<file path="config.mk">
export PLATFORM = sky130hd
export DESIGN_NAME = hack_ram_dma
export DESIGN_NICKNAME = d
export VERILOG_FILES = /design/src/rtl/hack_dma_pkg.sv /design/src/rtl/hack_ram_dma.sv
export SDC_FILE = /design/constraint.sdc
export NUM_CORES = 1
export LEC_CHECK = 0
export CAP_MARGIN = 20
export CORE_MARGIN = 5
export CORE_UTILIZATION = 40
export DETAILED_ROUTE_END_ITERATION = 7
export PLACE_DENSITY = 0.68
export SETUP_SLACK_MARGIN = 0.15
export SLEW_MARGIN = 10
export SYNTH_ARGS = -nofsm -noshare
export SYNTH_HDL_FRONTEND = slang
export SYNTH_SLANG_ARGS = --single-unit
</file>
<file path="constraint.sdc">
create_clock -name clk -period 2.46 [get_ports clk]
set_input_delay 0.492 -clock clk [delete_from_list [all_inputs] [get_ports clk]]
set_output_delay 0.492 -clock clk [all_outputs]
set_load 0.02 [all_outputs]
</file>
<file path="src/rtl/hack_dma_pkg.sv">
// Shared types for the Hack data-RAM DMA engine.
package hack_dma_pkg;

  localparam int DMA_DATA_W = 16;

  typedef enum logic {
    DMA_FILL = 1'b0,
    DMA_COPY = 1'b1
  } dma_op_e;

  typedef enum logic [2:0] {
    IDLE    = 3'd0,
    FILL_WR = 3'd1,
    CP_RD   = 3'd2,
    CP_LAT  = 3'd3,
    CP_WR   = 3'd4,
    DONE    = 3'd5
  } dma_state_e;

endpackage

</file>
<file path="src/rtl/hack_ram_dma.sv">
// Block fill / block copy engine mastering the Hack data-RAM port.
// Copy moves one word at a time (read, latency, write), strictly ascending,
// so overlapping src<dst ranges propagate the source pattern.
module hack_ram_dma
  import hack_dma_pkg::*;
#(
  parameter int ADDR_WIDTH = 14
) (
  input  logic                  clk,
  input  logic                  rst,
  input  logic                  cmd_valid,
  output logic                  cmd_ready,
  input  logic                  cmd_op,
  input  logic [ADDR_WIDTH-1:0] cmd_src,
  input  logic [ADDR_WIDTH-1:0] cmd_dst,
  input  logic [ADDR_WIDTH:0]   cmd_len,
  input  logic [15:0]           cmd_fill,
  output logic                  busy,
  output logic                  done,
  input  logic                  mem_gnt,
  output logic                  mem_we,
  output logic [ADDR_WIDTH-1:0] mem_addr,
  output logic [15:0]           mem_wdata,
  input  logic [15:0]           mem_rdata
);

  // Longest legal transfer: the whole address space.
  localparam logic [ADDR_WIDTH:0] MAX_LEN = {1'b1, {ADDR_WIDTH{1'b0}}};

  dma_state_e                state, state_n;
  logic [ADDR_WIDTH-1:0]     src_ptr, dst_ptr;
  logic [ADDR_WIDTH:0]       remaining;
  logic [DMA_DATA_W-1:0]     fill_q, hold_q;
  logic [ADDR_WIDTH:0]       len_clamped;

  assign len_clamped = (cmd_len > MAX_LEN) ? MAX_LEN : cmd_len;

  assign cmd_ready = (state == IDLE);
  assign busy      = (state != IDLE) && (state != DONE);
  assign done      = (state == DONE);

  // State register; reset aborts straight back to IDLE.
  always_ff @(posedge clk or posedge rst) begin
    if (rst) state <= IDLE;
    else     state <= state_n;
  end

  // Next state and memory-port drive; writes only ever qualified by grant.
  always_comb begin
    state_n   = state;
    mem_we    = 1'b0;
    mem_addr  = '0;
    mem_wdata = '0;
    case (state)
      IDLE: begin
        if (cmd_valid) begin
          if (cmd_len == '0)                     state_n = DONE;
          else if (dma_op_e'(cmd_op) == DMA_COPY) state_n = CP_RD;
          else                                   state_n = FILL_WR;
        end
      end
      FILL_WR: begin
        mem_addr  = dst_ptr;
        mem_wdata = fill_q;
        mem_we    = mem_gnt;
        if (mem_gnt && remaining == 1) state_n = DONE;
      end
      CP_RD: begin
        mem_addr = src_ptr;
        if (mem_gnt) state_n = CP_LAT;
      end
      CP_LAT: begin
        // Read data returns this cycle regardless of grant.
        mem_addr = src_ptr;
        state_n  = CP_WR;
      end
      CP_WR: begin
        mem_addr  = dst_ptr;
        mem_wdata = hold_q;
        mem_we    = mem_gnt;
        if (mem_gnt) state_n = (remaining == 1) ? DONE : CP_RD;
      end
      DONE:    state_n = IDLE;
      default: state_n = IDLE;
    endcase
  end

  // Pointers, count and data holding registers; advance only on granted cycles.
  always_ff @(posedge clk or posedge rst) begin
    if (rst) begin
      src_ptr   <= '0;
      dst_ptr   <= '0;
      remaining <= '0;
      fill_q    <= '0;
      hold_q    <= '0;
    end else begin
      case (state)
        IDLE: begin
          if (cmd_valid) begin
            src_ptr   <= cmd_src;
            dst_ptr   <= cmd_dst;
            remaining <= len_clamped;
            fill_q    <= cmd_fill;
          end
        end
        FILL_WR, CP_WR: begin
          if (mem_gnt) begin
            dst_ptr   <= dst_ptr + 1'b1;
            remaining <= remaining - 1'b1;
          end
        end
        CP_LAT: begin
          hold_q  <= mem_rdata;
          src_ptr <= src_ptr + 1'b1;
        end
        default: ;
      endcase
    end
  end

endmodule

</file>
==> flow_results.xml <==
<?xml version="1.0" encoding="UTF-8"?>
<metrics>
  <group name="worst_setup_path">
    <metric name="timing.critical_path.arrival" unit="ns">1.81</metric>
    <metric name="slowest_stage_delay_on_critical_path" unit="ns">0.45</metric>
    <metric name="rr_worst_depth" unit="">7</metric>
    <metric name="worst-path-buf-inv" unit="">2</metric>
    <metric name="critPathLaunchType" unit="">register</metric>
    <metric name="path_cells" unit="">buf_4 &gt; xor2_4 &gt; nand3_1 &gt; nand2_1 &gt; clkdlybuf4s15_1</metric>
    <metric name="timing.critical_path.required" unit="ns">1.97</metric>
    <metric name="timing.critical_path.max_delay_family" unit="">buffers and inverters</metric>
    <metric name="timing.rr.end" unit="">src_ptr[0]$_DFFE_PP0P_</metric>
    <metric name="worst-r2r-setup-slack" unit="ns">0.36</metric>
    <metric name="worst_path_max_delay_cell" unit="">dfrtp_2</metric>
    <metric name="timing.rr.start" unit="">state[1]$_DFFE_PP0P_</metric>
    <metric name="worstSetupPathType" unit="">reg -&gt; out</metric>
    <metric name="timing.critical_path.fanout_max" unit="">8</metric>
    <metric name="crit_path_end_kind" unit="">output port</metric>
  </group>
  <group name="placed_design">
    <metric name="routabilityCongestion" unit="">0.854</metric>
    <metric name="dpl_worst_slack" unit="ns">0.100</metric>
    <metric name="dp_hpwl" unit="µm">10200</metric>
    <metric name="io_buffer_count" unit="">113</metric>
  </group>
  <group name="status">
    <metric name="outcome" unit="">complete, no violations</metric>
  </group>
  <group name="pwr">
    <metric name="power-per-cell-area" unit="mW/mm²">1400</metric>
    <metric name="peakVddDrop" unit="V">0.000585</metric>
    <metric name="cellLeakagePower" unit="nW">2.87</metric>
  </group>
  <group name="global_route">
    <metric name="grt_pass1_wl" unit="µm">24100</metric>
    <metric name="grt_max_degree" unit="">79</metric>
    <metric name="grt_pass1_vias" unit="">4841</metric>
    <metric name="grt_antenna_before_repair" unit="">0</metric>
    <metric name="grt_remaining_overflow" unit="">0</metric>
    <metric name="grtUsageTotal" unit="%">20.7</metric>
  </group>
  <group name="yosys">
    <metric name="total_nets_after_synthesis" unit="">625</metric>
    <metric name="ys_dominant_reg_cell" unit="">dfrtp_1</metric>
    <metric name="post_synth.cell_area_avg" unit="µm²">8.68</metric>
    <metric name="synth_seq_area_share" unit="%">41.6</metric>
    <metric name="synthesis.instances" unit="">541</metric>
    <metric name="synth_edf_count" unit="">0</metric>
    <metric name="ys.warnings.count" unit="">0</metric>
    <metric name="netlist_area" unit="mm²">0.00470</metric>
    <metric name="ys_seq_elements" unit="">78</metric>
    <metric name="synth_cell_type_count" unit="">66</metric>
    <metric name="synth_async_sr_flop_share" unit="%">100</metric>
  </group>
  <group name="timing">
    <metric name="worst_clock_skew" unit="ns">0.00678</metric>
    <metric name="worst_slew_margin_rel" unit="%">57.7</metric>
    <metric name="final.period_utilization" unit="%">93.4</metric>
    <metric name="final_critical_path_setup_slack" unit="ns">0.163</metric>
    <metric name="hold_slack" unit="ns">0.476</metric>
    <metric name="worstMarginPinSlew" unit="ns">0.629</metric>
    <metric name="final.setup.tns" unit="ns">0</metric>
    <metric name="setup-violations-final" unit="">0</metric>
    <metric name="max_clock_freq" unit="MHz">435</metric>
    <metric name="maxSlewViolCount" unit="">0</metric>
    <metric name="finalHoldViolations" unit="">0</metric>
    <metric name="setup_repair_after_global_routing_missed_its_margin" unit="">yes</metric>
    <metric name="layout_min_cycle_time" unit="ns">2.30</metric>
  </group>
  <group name="cts">
    <metric name="numCtsBuffers" unit="">9</metric>
    <metric name="worst_setup_hold_path_clk_slew" unit="ns">0.06</metric>
    <metric name="cts_hold_repair.buffers" unit="">0</metric>
    <metric name="cts.htree.levels" unit="">3</metric>
    <metric name="clock_tree_from_tritoncts" unit="">done</metric>
    <metric name="cts_max_path_buffers" unit="">2</metric>
    <metric name="ctsRootBufferMaster" unit="">clkbuf_16</metric>
    <metric name="clock_sinks" unit="">78</metric>
    <metric name="worstSkewPairLatency" unit="ns">0.34</metric>
  </group>
  <group name="layout">
    <metric name="filler_cell_count" unit="">1043</metric>
    <metric name="antennaDiodeCount" unit="">0</metric>
    <metric name="final_cell_mix" unit="">nand2_1, clkdlybuf4s50_1, dfrtp_1</metric>
    <metric name="drive_above_1_share" unit="%">15.0</metric>
    <metric name="net_total_in_the_final_layout" unit="">745</metric>
    <metric name="layout_commonest_cell" unit="">nand2_1</metric>
    <metric name="areaGrowthSynthToFinish" unit="%">36.9</metric>
  </group>
  <group name="routing">
    <metric name="first_iter_violations" unit="">376</metric>
    <metric name="drt_wl_total" unit="µm">14500</metric>
    <metric name="wire_per_inst" unit="µm">17.9</metric>
    <metric name="drt_first_pass_iters" unit="">5</metric>
    <metric name="route.detailed.drc" unit="">0</metric>
    <metric name="detail-route-antenna-nets" unit="">0</metric>
    <metric name="viasPerCell" unit="">5.79</metric>
    <metric name="num_vias" unit="">4688</metric>
  </group>
  <group name="floorplan">
    <metric name="die_area" unit="mm²">0.0140</metric>
    <metric name="die_w" unit="µm">118</metric>
    <metric name="floorplan.core_area" unit="mm²">0.0115</metric>
    <metric name="num_io_pins" unit="">114</metric>
    <metric name="y_dimension_of_the_die" unit="µm">118</metric>
    <metric name="placementRows" unit="">39</metric>
    <metric name="start_util" unit="%">40.9</metric>
  </group>
  <group name="min_path">
    <metric name="timing.hold.worst.start" unit="">hold_q[9]$_DFFE_PP0P_</metric>
    <metric name="worstHoldEndpoint" unit="">hold_q[9]$_DFFE_PP0P_</metric>
    <metric name="holdCritPathClass" unit="">reg -&gt; reg</metric>
    <metric name="worstHoldPathCells" unit="">2</metric>
  </group>
  <group name="flow_run">
    <metric name="max_cap_violations" unit="">0</metric>
  </group>
</metrics>
[layout make-up]
type | instances | area (µm²) | share of cell area (%)
clock inverter | 5 | 104 | 1.62
clock buffer | 11 | 253 | 3.93
multi-input combinational | 404 | 2490 | 38.7
sequential | 78 | 1960 | 30.4
tap | 143 | 179 | 2.78
timing repair buffer | 152 | 1390 | 21.6
inverter | 16 | 63.8 | 0.993
[tightest hold or removal path: stages, from the launching register on]
cell,delay (ns)
dfrtp_1,0.34
nand2_1,0.05
nand2_1,0.05
[layer usage]
layer  track usage, %  routed length [µm]  up-vias
met1             27.8                6430     2252
met4             6.67                 206        0
met3             5.73                1160       18
li1                 -                   -     2236
met2             32.6                6690      182
met5                0                   0        -
[cells in the mapped netlist (9+ instances only)]
master | n | area share (%)
a22o_1 | 25 | 4.7
nand4_1 | 12 | 1.6
nor3_1 | 18 | 1.9
nand3_1 | 30 | 3.2
nand2_1 | 128 | 10
clkbuf_1 | 18 | 1.4
o22ai_1 | 10 | 1.3
o21ai_0 | 20 | 2.1
dfrtp_1 | 78 | 42
inv_1 | 16 | 1.3
a211oi_1 | 19 | 3.0
buf_2 | 19 | 2.0
and3_1 | 9 | 1.2
nor2_1 | 16 | 1.3
a2bb2oi_1 | 9 | 1.7
a21oi_1 | 9 | 0.96
[worst max-delay path by stage]
stage | endpoint | cells after the start | slack, ns | from
after CTS | mem_addr[13] | 5 | 0.03 | state[2]$_DFFE_PP0P_
after global placement | mem_wdata[5] | 5 | 0.13 | state[0]$_DFFE_PP0P_
after detailed placement | mem_addr[13] | 5 | 0.10 | state[0]$_DFFE_PP0P_
after global routing | mem_addr[7] | 5 | 0.07 | state[0]$_DFFE_PP0P_
final | mem_addr[7] | 5 | 0.16 | state[0]$_DFFE_PP0P_
after floorplan | mem_addr[13] | 5 | 0.36 | state[2]$_DFFE_PP0P_
[state kept, by name (all words and copies together) (netlist names)]
register   cells
fill_q        16
src_ptr       14
hold_q        16
state          3
remaining     15
dst_ptr       14
[metrics by stage]
step / instances / utilization [%] / instance area, µm² / total power, mW
after floorplan: 541 / - / 4700 / 5.61
after global placement: 789 / 53.4 / 6120 / 7.45
after detailed placement: 789 / 53.4 / 6120 / 7.58
after CTS: 808 / 56.3 / 6450 / 9.02
after global routing: 809 / 56.1 / 6430 / 9.65
final: 809 / 56.1 / 6430 / 9.00
[report_power, final]
group	leakage, nW	switching (mW)	internal [mW]
registers	0.942	0.620	1.91
logic	1.75	2.78	2.08
clock network	0.176	0.554	1.05
total	2.87	3.95	5.04
[logic make-up (layout without fill, tap and decap cells)]
logic type,Yosys count,in the layout,synth area share [%]
buffers and inverters,59,184,5.86
adders and majority gates,4,4,1.07
xor gates and xnor gates,2,2,0.933
muxes,7,7,1.49
and+or+nand+nor,251,251,26.7
AOI/OAI and AO/OA,140,140,22.4
DFF,78,78,41.6
[timing repair]
action / CTS / global route
gates cloned: 1 / 0
pin swaps: 1 / 2
hold endpoints to repair: 0 / 0
setup endpoints to repair: 34 / 32
buffers inserted: 2 / 1
gates resized for setup: 84 / 37
Note: power is estimated with default switching activity, not from simulation.
